**src/rtl/dequantizer.sv**
```systemverilog
// Streaming signed int8 -> wide fixed-point dequantizer with a writable per-channel scale table.
// Latency: 2 cycles from accept to valid_out; throughput 1 beat/cycle.
// Backpressure: the whole pipe (bubbles included) freezes while valid_out && !ready_out; ready_in = !valid_out || ready_out.
module dequantizer #(
   parameter int IN_W         = 8,
   parameter int OUT_W        = 32,
   parameter int MULT_W       = 16,
   parameter int SHIFT        = 8,
   parameter int ZERO_POINT   = 0,
   parameter int NUM_CH       = 4,
   parameter int DEFAULT_MULT = 256,
   localparam int AW          = (NUM_CH > 1) ? $clog2(NUM_CH) : 1
) (
   input  logic                     clk,
   input  logic                     rst,
   input  logic                     valid_in,
   output logic                     ready_in,
   input  logic signed [IN_W-1:0]   data_in,
   output logic                     valid_out,
   input  logic                     ready_out,
   output logic signed [OUT_W-1:0]  data_out,
   output logic                     last_out,
   input  logic                     ch_clear,
   input  logic                     cfg_we,
   input  logic [AW-1:0]            cfg_addr,
   input  logic signed [MULT_W-1:0] cfg_data
);

   // Widths: zero-point-adjusted sample, full product, and a working width wide
   // enough for the rounding add, the shift and a clean saturation compare.
   localparam int DW  = IN_W + 1;
   localparam int PW  = DW + MULT_W;
   localparam int EW0 = (PW + 2 > OUT_W + 1) ? PW + 2 : OUT_W + 1;
   localparam int EW  = (EW0 > SHIFT + 2) ? EW0 : SHIFT + 2;

   localparam logic [AW-1:0]            LAST_CH = AW'(NUM_CH - 1);
   localparam logic signed [MULT_W-1:0] DEF_M   = MULT_W'(DEFAULT_MULT);
   // Half an output LSB; evaluates to zero when SHIFT is 0, so no rounding then.
   localparam logic signed [EW-1:0]     RND     = (EW'(1) << SHIFT) >> 1;
   localparam logic signed [EW-1:0]     MAXV    = {{(EW - OUT_W + 1){1'b0}}, {(OUT_W - 1){1'b1}}};
   localparam logic signed [EW-1:0]     MINV    = {{(EW - OUT_W + 1){1'b1}}, {(OUT_W - 1){1'b0}}};

   logic signed [MULT_W-1:0] scale_tbl [NUM_CH];
   logic [AW-1:0]            ch_cnt;
   logic [AW-1:0]            ch_eff;
   logic signed [MULT_W-1:0] scale_sel;
   logic                     adv;
   logic                     accept;

   logic                     v1;
   logic                     l1;
   logic signed [DW-1:0]     d1;
   logic signed [DW-1:0]     d_next;
   logic signed [MULT_W-1:0] s1;

   logic signed [PW-1:0]     prod;
   logic signed [EW-1:0]     prod_ext;
   logic signed [EW-1:0]     sum;
   logic signed [EW-1:0]     shifted;
   logic signed [OUT_W-1:0]  sat;

   assign adv      = !valid_out || ready_out;
   assign ready_in = adv;
   assign accept   = valid_in && adv;
   // A clear redirects this cycle's lookup to channel 0 without waiting for the register.
   assign ch_eff   = ch_clear ? '0 : ch_cnt;
   assign d_next   = DW'(data_in) - DW'(ZERO_POINT);

   // Scale lookup for the current channel; the table register is read before any same-edge write lands.
   always_comb begin
      scale_sel = scale_tbl[0];
      for (int i = 0; i < NUM_CH; i++) begin
         if (ch_eff == AW'(i)) scale_sel = scale_tbl[i];
      end
   end

   // Scale table: reset to the default multiplier; out-of-range addresses match no entry and are dropped.
   always_ff @(posedge clk or posedge rst) begin
      if (rst) begin
         for (int i = 0; i < NUM_CH; i++) scale_tbl[i] <= DEF_M;
      end else if (cfg_we) begin
         for (int i = 0; i < NUM_CH; i++) begin
            if (cfg_addr == AW'(i)) scale_tbl[i] <= cfg_data;
         end
      end
   end

   // Channel counter: advances per accepted beat from the (possibly cleared) channel, wrapping at the last one.
   always_ff @(posedge clk or posedge rst) begin
      if (rst) begin
         ch_cnt <= '0;
      end else if (accept) begin
         ch_cnt <= (ch_eff == LAST_CH) ? '0 : ch_eff + AW'(1);
      end else if (ch_clear) begin
         ch_cnt <= '0;
      end
   end

   // Stage 1: capture the zero-point-adjusted sample, its scale and its last-channel flag.
   always_ff @(posedge clk or posedge rst) begin
      if (rst) begin
         v1 <= 1'b0;
         l1 <= 1'b0;
         d1 <= '0;
         s1 <= '0;
      end else if (adv) begin
         v1 <= accept;
         l1 <= (ch_eff == LAST_CH);
         d1 <= d_next;
         s1 <= scale_sel;
      end
   end

   // Multiply, round half toward +inf, arithmetic shift, then clamp to the output range.
   always_comb begin
      prod     = PW'(d1) * PW'(s1);
      prod_ext = EW'(prod);
      sum      = prod_ext + RND;
      shifted  = sum >>> SHIFT;
      if (shifted > MAXV) begin
         sat = {1'b0, {(OUT_W - 1){1'b1}}};
      end else if (shifted < MINV) begin
         sat = {1'b1, {(OUT_W - 1){1'b0}}};
      end else begin
         sat = shifted[OUT_W-1:0];
      end
   end

   // Stage 2: output register, held while the consumer stalls.
   always_ff @(posedge clk or posedge rst) begin
      if (rst) begin
         valid_out <= 1'b0;
         last_out  <= 1'b0;
         data_out  <= '0;
      end else if (adv) begin
         valid_out <= v1;
         last_out  <= l1;
         data_out  <= sat;
      end
   end

endmodule

```
**config.mk**
```make
export PLATFORM = sky130hd
export DESIGN_NAME = dequantizer
export DESIGN_NICKNAME = d
export VERILOG_FILES = /design/src/rtl/dequantizer.sv
export SDC_FILE = /design/constraint.sdc
export NUM_CORES = 1
export LEC_CHECK = 0
export ABC_AREA = 0
export CAP_MARGIN = 20
export CORE_MARGIN = 4
export CORE_UTILIZATION = 56
export DETAILED_ROUTE_END_ITERATION = 10
export GPL_TIMING_DRIVEN = 0
export PLACE_DENSITY = 0.79
export SYNTH_ARGS = -nofsm -noshare
export SYNTH_HDL_FRONTEND = slang
export SYNTH_SLANG_ARGS = --single-unit
```
**constraint.sdc**
```tcl
create_clock -name clk -period 6.1 [get_ports clk]
set_input_delay 1.22 -clock clk [delete_from_list [all_inputs] [get_ports clk]]
set_output_delay 1.22 -clock clk [all_outputs]
set_load 0.01 [all_outputs]
```
==> impl_metrics.toml <==
[yosys]
syn_area_per_cell_sq_um = 10.2
synth.area.top_cells = "dfrtp_1, fa_1, ha_1, mux2_2, and2_1"
synth-main-ff-cell = "dfrtp_1"
ys_types = 56
ys_seq_area_frac = 0.295
syn_nets = 1130
ys_warn_count = 0
synth_cells = 929
synth_area_leader_cell = "dfrtp_1"
synth_area_sq_um = 9500
synth_edf_count = 0
async_reset_ff_frac = 1.00
ys_ff_latch = 112
synth_top_area_share = 0.284

[flow_run]
cap_violations = 0

[route]
via_count = 6575
via_per_inst = 5.34
drtIter0Drc = 250
wl_per_cell_um = 16.3
ant_nets = 0
drt_wl_total_um = 20100
drt_pass1_iterations = 7
route.detailed.drc = 0

[setup_path]
arrival_ns = 5.97
worstSetupPathType = "reg2reg"
worstSetupStartpoint = "d1[7]"
crit_required_ns = 6.35
start_kind = "register"
r2r_start = "d1[7]"
crit_path_end_kind = "register"
rr_worst_depth = 18
cp_max_fo = 10

[timing]
slew_headroom = 0.489
min_period_over_period = 0.937
setup_tns_ns = 0
clock_skew_ns = 0.0157
max_freq_ghz = 0.175
hold_viol_final = 0
final_max_slew_viol_count = 0
setup_viol = 0
rsz0062_at_grt = "no"
worst_pin_slew_ns = 0.766
min_period_ns = 5.72

[placement]
dp_hpwl_um = 15900
io_buffers = 66
gp_congestion = 0.887

[global_routing]
overflow = 0
gr-usage-met3 = 0.0449
grt_pass1_vias = 6964
busiest_layer = "met2"
antenna_found_initial = 0
grtUsageMet2 = 0.374
met1_usage = 0.280
grt_pass1_wl_um = 34100
grt_max_degree = 62
grt_util_all_layers = 0.217

[finish]
area_delta_synth_final_pct = 13.4
antenna_cells = 0
drive_gt1_frac = 0.115
final_nets = 1208
nFillCells = 1333

[min_path]
whs_path_depth = 2
hold_path.startpoint = "l1"
hp-class = "reg2reg"

[status]
status = "complete, no violations"

[clock_tree]
cts-htree-levels = 3
cts_tree = "built"
clk_pin_slew_worst_paths_ns = 0.09
clk_latency_ns = 0.37
root_buffer = "clkbuf_16"
cts_hold_buf = 0
clock_path_buffers = 2
cts_resized = 0
cts_buffers = 9
cts_setup_buffers = 0
clkSinkCount = 112

[die]
start_util = 0.573
fp-row-count = 47
die_w_um = 138
die_h_um = 138
dieArea_sq_um = 19100
io_pins = 67
fp.coreArea_sq_um = 16600
[area by class of cell]
cell class	instances	area (sq um)	share of cell area
Inverter	113	427	0.0396
Clock buffer	10	229	0.0212
Buffer	50	263	0.0244
Clock inverter	6	82.6	0.00766
Sequential cell	112	2810	0.260
Multi-Input combinational cell	654	6010	0.557
Tap cell	220	275	0.0255
Timing Repair Buffer	67	688	0.0638
[routing by layer]
metal	share of wire	wire [um]	up-vias
met5	0	0	-
met4	0.023	459	0
met3	0.050	1010	34
met2	0.51	10200	143
met1	0.42	8460	3262
li1	-	-	3136
[final timing paths]
check	end	slack (ns)
max	data_out[14]	0.38
min	last_out	0.47
max reg2reg	data_out[14]	0.38
min reg2reg	last_out	0.47
max in group asynchronous	scale_tbl[24]	3.97
min in group asynchronous	data_out[0]	1.35
[critical path, cell delays in order, from the launching register on]
cell      delay (ns)
dfrtp_1         0.51
inv_1           0.21
clkbuf_1        0.44
nor2_1          0.15
fa_1            0.55
inv_1           0.05
fa_1            0.50
inv_1           0.06
fa_1            0.52
inv_1           0.06
fa_1            0.55
inv_1           0.07
ha_1            0.30
ha_1            0.28
clkbuf_1        0.27
nand4_1         0.24
o221ai_1        0.39
nor3_1          0.10
or3b_1          0.36
[cell families after synthesis]
logic type	after synthesis	synth area share
xor+xnor	17	0.0157
compound gates	115	0.0705
simple gates	270	0.146
buf+inv	163	0.0723
mux	83	0.0959
fa+ha+maj	169	0.305
flops	112	0.295
[metrics by stage]
step	setup slack (ns)	area (sq um)	utilization	std cells	hold slack (ns)
CTS	0.428	10800	0.650	1232	0.472
finish	0.381	10800	0.650	1232	0.472
floorplan	1.14	9500	-	929	0.435
detailed placement	0.448	10500	0.631	1216	0.452
global placement	0.237	10400	0.629	1215	0.450
global route	0.124	10800	0.650	1232	0.498
[state kept, by name, summed over array words and instances (netlist names)]
register / flops
last_out: 1
scale_tbl: 64
ch_cnt: 2
valid_out: 1
d1: 8
l1: 1
v1: 1
s1: 16
data_out: 18
[cell usage after synthesis (all sizes together) (5+ instances only)]
| cell | count |
|---|---|
| nand2 | 85 |
| clkbuf | 28 |
| and3 | 5 |
| o21ai | 26 |
| mux2i | 19 |
| o31ai | 6 |
| and2 | 88 |
| mux2 | 64 |
| buf | 22 |
| dfrtp | 108 |
| nor3 | 5 |
| nand3 | 5 |
| ha | 65 |
| nand2b | 7 |
| fa | 104 |
| a21oi | 58 |
| inv | 113 |
| xnor2 | 14 |
| nor2 | 58 |
[cells in the final DEF (no fill, tap or decap), types with 9 or more instances in the layout]
cell	synthesis	routed
clkdlybuf4s50_1	0	66
fa_1	104	104
o21ai_0	24	24
dfrtp_1	108	108
nor2_1	58	58
buf_4	17	17
mux2_2	64	64
xnor2_1	14	14
mux2i_1	19	19
and2_1	88	88
nand2_1	85	85
ha_1	65	65
a21oi_1	58	58
inv_1	113	112
clkbuf_16	0	9
clkbuf_1	28	29
Power is not shown: default switching activity piles up to over one toggle a cycle in this logic, so the estimate is an artifact.
